<file path="src/rtl/sm_para_3_wdt_pkg.sv">
// Shared state codes and output decode for the sm_para_3_wdt protocol FSM.
package sm_para_3_wdt_pkg;

    localparam int unsigned STATE_W = 2;
    localparam int unsigned OUT_W   = 3;

    typedef enum logic [STATE_W-1:0] {
        IDLE  = 2'b00,
        S1    = 2'b01,
        S2    = 2'b10,
        ERROR = 2'b11
    } state_e;

    // {o1, o2, err} for each state
    typedef struct packed {
        logic o1;
        logic o2;
        logic err;
    } out_t;

    function automatic out_t out_code(input state_e st);
        out_t code;
        code = '0;
        case (st)
            S1:      code.o1  = 1'b1;
            S2:      code.o2  = 1'b1;
            ERROR:   code.err = 1'b1;
            default: code     = '0;
        endcase
        return code;
    endfunction

endpackage

</file>
<file path="src/rtl/sm_para_3_wdt_if.sv">
// Protocol-side bundle of the FSM: stimulus inputs, decoded outputs and error status.
interface sm_para_3_wdt_if #(
    parameter int unsigned ERRCNT_W = 8
);
    logic                i1;
    logic                i2;
    logic                err_clr;
    logic                o1;
    logic                o2;
    logic                err;
    logic                err_to;
    logic [1:0]          state;
    logic [ERRCNT_W-1:0] err_cnt;

    modport master (
        output i1, i2, err_clr,
        input  o1, o2, err, err_to, state, err_cnt
    );

    modport slave (
        input  i1, i2, err_clr,
        output o1, o2, err, err_to, state, err_cnt
    );
endinterface

</file>
<file path="src/rtl/sm_para_3_wdt_dwell_timer.sv">
// Dwell counter for S1/S2; expired flags the last permitted cycle of occupancy.
module sm_dwell_timer #(
    parameter int unsigned TIMEOUT_W = 4,
    parameter int unsigned TIMEOUT   = 10
) (
    input  logic clk,
    input  logic nrst,
    input  logic clr,
    input  logic en,
    output logic expired
);
    localparam logic [TIMEOUT_W-1:0] DWELL_MAX   = '1;
    localparam logic [TIMEOUT_W-1:0] DWELL_LIMIT = TIMEOUT_W'(TIMEOUT - 1);
    localparam logic                 WDT_ON      = (TIMEOUT != 0);

    logic [TIMEOUT_W-1:0] r_dwell;

    always_ff @(posedge clk or negedge nrst) begin
        if (!nrst) begin
            r_dwell <= '0;
        end else if (clr) begin
            r_dwell <= '0;
        end else if (en && (r_dwell != DWELL_MAX)) begin
            r_dwell <= r_dwell + TIMEOUT_W'(1);
        end
    end

    assign expired = WDT_ON && (r_dwell == DWELL_LIMIT);

endmodule

</file>
<file path="src/rtl/sm_para_3_wdt.sv">
// i1/i2 protocol FSM with dwell watchdog on S1/S2, optional sticky error and saturating error counter.
module sm_para_3_wdt
    import sm_para_3_wdt_pkg::*;
#(
    parameter int unsigned TIMEOUT_W  = 4,
    parameter int unsigned TIMEOUT    = 10,
    parameter int unsigned STICKY_ERR = 0,
    parameter int unsigned ERRCNT_W   = 8
) (
    input  logic            clk,
    input  logic            nrst,
    sm_para_3_wdt_if.slave  bus
);
    localparam logic [ERRCNT_W-1:0] ERRCNT_MAX = '1;

    state_e              r_state;
    state_e              w_next;
    logic                w_timeout;
    logic                w_entry;
    logic                w_expired;
    logic                w_dwell_clr;
    logic                w_dwell_en;
    out_t                w_out;
    out_t                r_out;
    logic                r_err_to;
    logic [ERRCNT_W-1:0] r_err_cnt;

    assign w_dwell_clr = (w_next != r_state);
    assign w_dwell_en  = (r_state == S1) || (r_state == S2);

    sm_dwell_timer #(
        .TIMEOUT_W (TIMEOUT_W),
        .TIMEOUT   (TIMEOUT)
    ) u_dwell (
        .clk     (clk),
        .nrst    (nrst),
        .clr     (w_dwell_clr),
        .en      (w_dwell_en),
        .expired (w_expired)
    );

    // State register
    always_ff @(posedge clk or negedge nrst) begin
        if (!nrst) begin
            r_state <= IDLE;
        end else begin
            r_state <= w_next;
        end
    end

    // Next-state logic; watchdog only overrides a "stay" decision
    always_comb begin
        w_next    = r_state;
        w_timeout = 1'b0;
        case (r_state)
            IDLE: begin
                if (bus.i1 && bus.i2)       w_next = S1;
                else if (bus.i1)            w_next = ERROR;
            end
            S1: begin
                if (bus.i2)                 w_next = bus.i1 ? S2 : ERROR;
            end
            S2: begin
                if (!bus.i2)                w_next = bus.i1 ? IDLE : ERROR;
            end
            ERROR: begin
                if (bus.err_clr)            w_next = IDLE;
                else if ((STICKY_ERR == 0) && !bus.i1) w_next = IDLE;
            end
            default:                        w_next = IDLE;
        endcase
        if (w_dwell_en && w_expired && (w_next == r_state)) begin
            w_next    = ERROR;
            w_timeout = 1'b1;
        end
        w_entry = (r_state != ERROR) && (w_next == ERROR);
        w_out   = out_code(w_next);
    end

    // Outputs decoded from next state so they move on the same edge as r_state
    always_ff @(posedge clk or negedge nrst) begin
        if (!nrst) begin
            r_out    <= '0;
            r_err_to <= 1'b0;
        end else begin
            r_out <= w_out;
            if (w_entry)                r_err_to <= w_timeout;
            else if (w_next != ERROR)   r_err_to <= 1'b0;
        end
    end

    // Error-entry counter; a clear in the same cycle as an entry leaves the entry counted
    always_ff @(posedge clk or negedge nrst) begin
        if (!nrst) begin
            r_err_cnt <= '0;
        end else if (bus.err_clr) begin
            r_err_cnt <= w_entry ? ERRCNT_W'(1) : '0;
        end else if (w_entry && (r_err_cnt != ERRCNT_MAX)) begin
            r_err_cnt <= r_err_cnt + ERRCNT_W'(1);
        end
    end

    assign bus.o1      = r_out.o1;
    assign bus.o2      = r_out.o2;
    assign bus.err     = r_out.err;
    assign bus.err_to  = r_err_to;
    assign bus.state   = 2'(r_state);
    assign bus.err_cnt = r_err_cnt;

endmodule
</file>
<file path="src/flat_wrapper.sv">
// flat-port wrapper written by rule: the top's interface ports become plain ports
module sm_para_3_wdt_flat import sm_para_3_wdt_pkg::*;
#(
    parameter int unsigned TIMEOUT_W  = 4,
    parameter int unsigned TIMEOUT    = 10,
    parameter int unsigned STICKY_ERR = 0,
    parameter int unsigned ERRCNT_W   = 8
)
  (clk, nrst, bus_i1, bus_i2, bus_err_clr, bus_o1, bus_o2, bus_err, bus_err_to, bus_state, bus_err_cnt);
  sm_para_3_wdt_if #(.ERRCNT_W(ERRCNT_W)) bus_i ();
  input  logic clk;
  input  logic nrst;
  input wire logic [$bits(bus_i.i1)-1:0] bus_i1;
  input wire logic [$bits(bus_i.i2)-1:0] bus_i2;
  input wire logic [$bits(bus_i.err_clr)-1:0] bus_err_clr;
  output wire logic [$bits(bus_i.o1)-1:0] bus_o1;
  output wire logic [$bits(bus_i.o2)-1:0] bus_o2;
  output wire logic [$bits(bus_i.err)-1:0] bus_err;
  output wire logic [$bits(bus_i.err_to)-1:0] bus_err_to;
  output wire logic [$bits(bus_i.state)-1:0] bus_state;
  output wire logic [$bits(bus_i.err_cnt)-1:0] bus_err_cnt;
  assign bus_i.i1 = bus_i1;
  assign bus_i.i2 = bus_i2;
  assign bus_i.err_clr = bus_err_clr;
  assign bus_o1 = bus_i.o1;
  assign bus_o2 = bus_i.o2;
  assign bus_err = bus_i.err;
  assign bus_err_to = bus_i.err_to;
  assign bus_state = bus_i.state;
  assign bus_err_cnt = bus_i.err_cnt;
  sm_para_3_wdt #(.TIMEOUT_W(TIMEOUT_W), .TIMEOUT(TIMEOUT), .STICKY_ERR(STICKY_ERR), .ERRCNT_W(ERRCNT_W)) u_core (.clk(clk), .nrst(nrst), .bus(bus_i));
endmodule
</file>
<file path="config.mk">
export PLATFORM = sky130hd
export DESIGN_NAME = sm_para_3_wdt_flat
export DESIGN_NICKNAME = d
export VERILOG_FILES = /design/src/rtl/sm_para_3_wdt_pkg.sv /design/src/rtl/sm_para_3_wdt_if.sv /design/src/rtl/sm_para_3_wdt_dwell_timer.sv /design/src/rtl/sm_para_3_wdt.sv /design/src/flat_wrapper.sv
export SDC_FILE = /design/constraint.sdc
export NUM_CORES = 1
export LEC_CHECK = 0
export ABC_AREA = 1
export BUFFER_PORTS_ARGS = -buffer_cell sky130_fd_sc_hd__buf_4
export CAP_MARGIN = 0
export CORE_MARGIN = 1.5
export CORE_UTILIZATION = 35
export DETAILED_ROUTE_END_ITERATION = 8
export GPL_ROUTABILITY_DRIVEN = 0
export HOLD_SLACK_MARGIN = 0.12
export PLACE_DENSITY = 0.53
export SLEW_MARGIN = 20
export SYNTH_ARGS = -nofsm -noshare
export SYNTH_HDL_FRONTEND = slang
export SYNTH_SLANG_ARGS = --single-unit
</file>
<file path="constraint.sdc">
create_clock -name clk -period 2 [get_ports clk]
set_input_delay 0.1 -clock clk [delete_from_list [all_inputs] [get_ports clk]]
set_output_delay 0.1 -clock clk [all_outputs]
set_load 0.02 [all_outputs]
</file>
# After elaboration in Yosys (flattened, before gate mapping)
# Cells that the tools add are included.
[totals]
register_bits = 18
out_inout_bits = 14
elab_cells = 54
inputBits = 5
[op_classes]
reduce_logical = 11
n_addsub = 2
n_eq_ne = 13
mux = 21
[op_table]
columns = ["op", "count"]
rows = [
  ["$mux 2", 8],
  ["$mux 8", 2],
  ["$add 8x1->8 const B", 1],
  ["$eq 2x2->1 const B", 4],
  ["$mux 1", 8],
  ["$mux 4", 2],
  ["$ne 8x8->1 const B", 1],
  ["$pmux 2 s4", 1],
  ["$logic_and 1x1->1", 6],
  ["$reduce_bool 2->1", 3],
  ["$add 4x1->4 const B", 1],
  ["$eq 2x1->1 const B", 2],
  ["$eq 4x4->1 const B", 1],
  ["$ne 2x2->1 const B", 2],
  ["$ne 4x4->1 const B", 1],
  ["$eq 2x2->1", 1],
  ["$logic_not 2->1", 1],
  ["$ne 2x2->1", 1],
  ["$logic_or 1x1->1", 1],
]

# Logic depth before layout (Yosys ltp)
[logic_depth]
depth_word = 11
ltp_mapped = 16
depth_no_buf = 16

# Hierarchy
# Synthesis repeated with hierarchy kept, for this count alone.
[unflattened]
cells_unflattened = 163
area_unflattened_um2 = 1214.9
[modules_own_cells]
columns = ["module", "seq_area_each_um2", "cells_each", "area_per_inst_um2", "n_inst"]
rows = [
  ["sm_para_3_wdt", 350.3, 130, 962.2, 1],
  ["sm_dwell_timer", 100.1, 33, 252.7, 1],
]

# Least setup slack after synthesis
# Ideal clock, no wire load.
[synth_path]
path_kind = "register to register"
startpoint = "register u_core.r_state[0], in the netlist u_core.bus.state[0]"
endpoint = "register u_core.r_err_cnt[6], in the netlist u_core.bus.err_cnt[6]"
synth_period_minus_slack_ns = 2.015
n_path_buf = 0
required_time_ns = 1.934
t_arrival_ns = 1.949
path_stages_with_launch = 14
setup_time_ns = 0.066
slack_ns = -0.015
cell_sequence = "dfrtp_1 -> inv_1 -> ha_1 -> o211ai_1 -> nand2_2 -> nand2_1 -> nand2_2 -> nor2_4 -> nand2_4 -> o21ai_4 -> nand3_4 -> nand2_4 -> nand2_1 -> nand2_1"
[synth_via]
elab_chain_cells = 10
word_cells_on_any_way = 21
cone_classes = "6 x eq/ne; 8 x mux; 7 x reduce/logical"
[synth_lines]
columns = ["item", "line_no", "source"]
rows = [
  ["start: declaration", "sm_para_3_wdt.sv:16", "state_e r_state;"],
  ["start signal: assignment", "sm_para_3_wdt.sv:47", "r_state <= w_next;"],
  ["$mux 2 (on tied branches)", "sm_para_3_wdt.sv:68, sm_para_3_wdt.sv:58", ""],
  ["$mux 2 (on tied branches)", "sm_para_3_wdt.sv:67, sm_para_3_wdt.sv:57", ""],
  ["$pmux 2 s4", "sm_para_3_wdt.sv:55", "case (r_state)"],
  ["$eq 2x2->1", "sm_para_3_wdt.sv:72", "if (w_dwell_en && w_expired && (w_next == r_state)) begin"],
  ["$logic_and 1x1->1", "sm_para_3_wdt.sv:72", ""],
  ["$mux 2", "sm_para_3_wdt.sv:72", ""],
  ["$eq 2x2->1", "sm_para_3_wdt.sv:76", "w_entry = (r_state != ERROR) && (w_next == ERROR);"],
  ["$logic_and 1x1->1 *", "sm_para_3_wdt.sv:76", ""],
  ["$logic_and 1x1->1 *", "sm_para_3_wdt.sv:98", "end else if (w_entry && (r_err_cnt != ERRCNT_MAX)) begin"],
  ["$reduce_bool 2->1 (no line) *", "-", ""],
  ["end signal: assignment", "sm_para_3_wdt.sv:97", "r_err_cnt <= w_entry ? ERRCNT_W'(1) : '0;"],
  ["end signal: assignment", "sm_para_3_wdt.sv:99", "r_err_cnt <= r_err_cnt + ERRCNT_W'(1);"],
  ["end: declaration", "sm_para_3_wdt.sv:26", "logic [ERRCNT_W-1:0] r_err_cnt;"],
]
# Every way passes the cells marked *; elsewhere a longest branch is shown, timed or not.
# A chain may end at the register's enable or synchronous reset.

# Worst setup path after layout
[layout_path]
startpoint = "register u_core.r_state[0], in the netlist u_core.bus.state[0]"
endpoint = "register u_core.r_err_cnt[0], in the netlist u_core.bus.err_cnt[0]"
[layout_via]
elab_chain_cells = 10
word_cells_on_any_way = 23
cone_classes = "6 x eq/ne; 10 x mux; 7 x reduce/logical"
[layout_lines]
columns = ["item", "line_no"]
rows = [
  ["$mux 2 (on tied branches)", "sm_para_3_wdt.sv:68, sm_para_3_wdt.sv:58"],
  ["$mux 2 (on tied branches)", "sm_para_3_wdt.sv:67, sm_para_3_wdt.sv:57"],
  ["$pmux 2 s4", "sm_para_3_wdt.sv:55"],
  ["$eq 2x2->1", "sm_para_3_wdt.sv:72"],
  ["$logic_and 1x1->1", "sm_para_3_wdt.sv:72"],
  ["$mux 2", "sm_para_3_wdt.sv:72"],
  ["$eq 2x2->1", "sm_para_3_wdt.sv:76"],
  ["$logic_and 1x1->1 *", "sm_para_3_wdt.sv:76"],
  ["$mux 1 / $logic_and 1x1->1 (equally long branches)", "sm_para_3_wdt.sv:97, sm_para_3_wdt.sv:98"],
  ["$mux 8 / $reduce_bool 2->1 (equally long branches)", "-"],
]
# Marks and branches as above.

==> results.md <==
- Warnings, synthesis: 0
- Number of CTS-inserted buffers: 3
- Die Area: 3670 sq um
- Mapped Avg Cell Area: 7.74 sq um
- Post-synth top area share: 38.8%
- Least-Margin Pin Slew: 0.291 ns
- Hold_ws: 0.194 ns
- FP Rows: 20
- Worst reg2reg startpoint: u_core.bus.state[0]
- Antenna violations before repair: 0
- Worst path required time: 2.23 ns
- Worst EP arrival: 2.22 ns
- Initial DRC count: 50
- Synth top area cells: dfrtp_1 39%, nand2_1 12%, nand3_1 8.2%, ha_1 7.5%, inv_1 4.8%
- Hold Violations, Final: 0
- Status: finished, final reports clean
- DRC violations left: 0
- CTS tree: done
- Power per cell area: 1410 nW/um^2
- Non-Filler Instances: 229
- CP peak stage delay: 0.50 ns
- HP Class: primary input to asynchronous set/reset pin
- Vias per Instance: 4.90
- Commonest cells after routing, fill and taps aside: 34 x nand2_1, 29 x buf_4, 17 x nand3_1
- Setup CP Type: flop to flop
- Largest net degree at the start of global routing: 19
- Die H: 60.6 um
- H-Tree Depth: 1
- Buffers on Ports: 18
- Placed instance count: 216
- Maximum VDD drop: 0.662 mV
- WP buf/inv: 2
- Startpoint types: flop
- Clk_skew: 0.0132 ns
- N_diodes: 0
- DR vias: 1122
- I/O pins: 19
- Synth area leader: dfrtp_1
- Seq cells post-synth: 18
- Fin crit share: 99.7%
- Share of layout cells above drive strength 1: 35.1%
- Clock Root Buffer: clkbuf_4
- Wirelength per Cell: 11.6 um
- Core area: 3100 sq um
- Starting Density: 37.4%
- Fin Setup TNS: 0 ns
- Vias in the first global route: 886
- CTS clk-pin slew, worst paths: 0.11 ns
- Post-Route WL: 2650 um
- Max Transition Viols Final: 0
- Synth Instances: 150
- Hpwl dp: 1790 um
- Clock Path Buffers: 2
- RSZ-0062 raised after global routing: true
- Area growth syn-to-layout: 35.0%
- Syn Nets: 162
- Gr usage total: 13.9%
- Crit path capture type: flop
- Number of routed nets with antenna violations: 0
- Relative slew slack: 80.5%
- Pwr Total: 2210 uW
- Mapped cell area: 1160 sq um
- Final setup vio count: 0
- Family with the most delay on the worst path: simple AND/OR/NAND/NOR gates
- Critical path's slowest cell: dfrtp_2
- Critical Path Source: u_core.bus.state[0]
- Max frequency: 502 MHz
- Min Tclk post-route: 1.99 ns
- Clock Latency Late Sink: 0.30 ns
- Gr ovfl total: 0
- Nets: 198
- Static leakage: 0.000776 uW
- Crit-path cells: inv_4 -> ha_2 -> nand3_1 -> nand3_2 -> o21ai_0 -> buf_4 -> o21ai_4 -> nand3_4 -> nand2_8 -> nand2_2 -> nand2_1
- Sequential share of the synthesized area: 38.8%
- Commonest non-fill, non-tap cell in the layout: nand2_1
- Library cells used by synthesis: 26
- Die Wd: 60.6 um
- Max_cap viols: 0
- First-pass GRT wire length: 3800 um
- Crit path max fanout: 8
- Initial DRT Pass Iterations: 5
- Clock Sinks: 18
[state kept, by name, summed over array words and instances (netlist names)]
name,cells
u_core.bus.err,1
u_core.bus.o1,1
u_core.bus.err_to,1
u_core.bus.state,2
u_core.u_dwell.r_dwell,4
u_core.bus.err_cnt,8
u_core.bus.o2,1
[Yosys cell counts, drive strengths merged]
cell type,instances
nor3b,1
xor2,1
ha,7
o31ai,1
nand2,43
clkbuf,1
inv,17
a21oi,5
nor2,16
xnor2,1
nor3,2
nand3,23
or2,1
o211ai,1
dfrtp,18
nand4,4
and3,1
o21ai,7
[cell type report]
class	count	area, sq um
clock buffer	4	36.3
fill	308	1540
inverter	17	68.8
multi-input combinational	115	717
sequential	18	453
tap	44	55.1
timing repair buffer	31	238
[through the flow]
step | worst slack [ns] | util [%] | instance area [sq um]
after floorplan | 0.0550 | - | 1160
after global placement | -0.0116 | 44.7 | 1390
after detailed placement | -0.0215 | 44.7 | 1390
after CTS | 0.00305 | 46.5 | 1440
after global routing | -0.126 | 50.5 | 1570
final | 0.00669 | 50.5 | 1570
[metal layers]
layer	up-vias	track usage (%)	part of all wire [%]
met5	-	0	0
met1	514	18.3	45
met4	0	2.80	1.2
met3	4	4.48	5.5
li1	565	-	-
met2	39	22.6	49
[power by group]
part           internal (uW)  switching (uW)
logic                    599             823
registers                459             104
clock network            111             115
total                   1170            1040
[kinds of logic after synthesis]
family / after synthesis / synth area share [%]
xor+xnor: 2 / 1.51
buf+inv: 18 / 5.82
compound gates: 14 / 7.44
simple gates: 91 / 38.9
flops: 18 / 38.8
fa+ha+maj: 7 / 7.54
[worst paths after layout]
path	to	slack, ns	depth (start not counted)
setup / recovery	u_core.bus.err_cnt[0]	0.007	11
hold / removal	u_core.bus.o2	0.19	2
setup reg to reg	u_core.bus.err_cnt[0]	0.007	11
hold reg to reg	u_core.bus.err_to	0.53	2
max in group asynchronous	u_core.bus.state[1]	1.57	2
min in group clk	u_core.bus.state[0]	0.38	6
[repair_timing]
item                                    in CTS  in global routing
buffers inserted                             0                  6
gates cloned                                 0                  1
pin swaps                                    1                 10
hold buffers                                 2                  0
resized for setup                            1                 19
endpoints found under the setup margin       8                  8
endpoints found under the hold margin       21                  0
No activity file was read; power rests on OpenSTA's default activity.
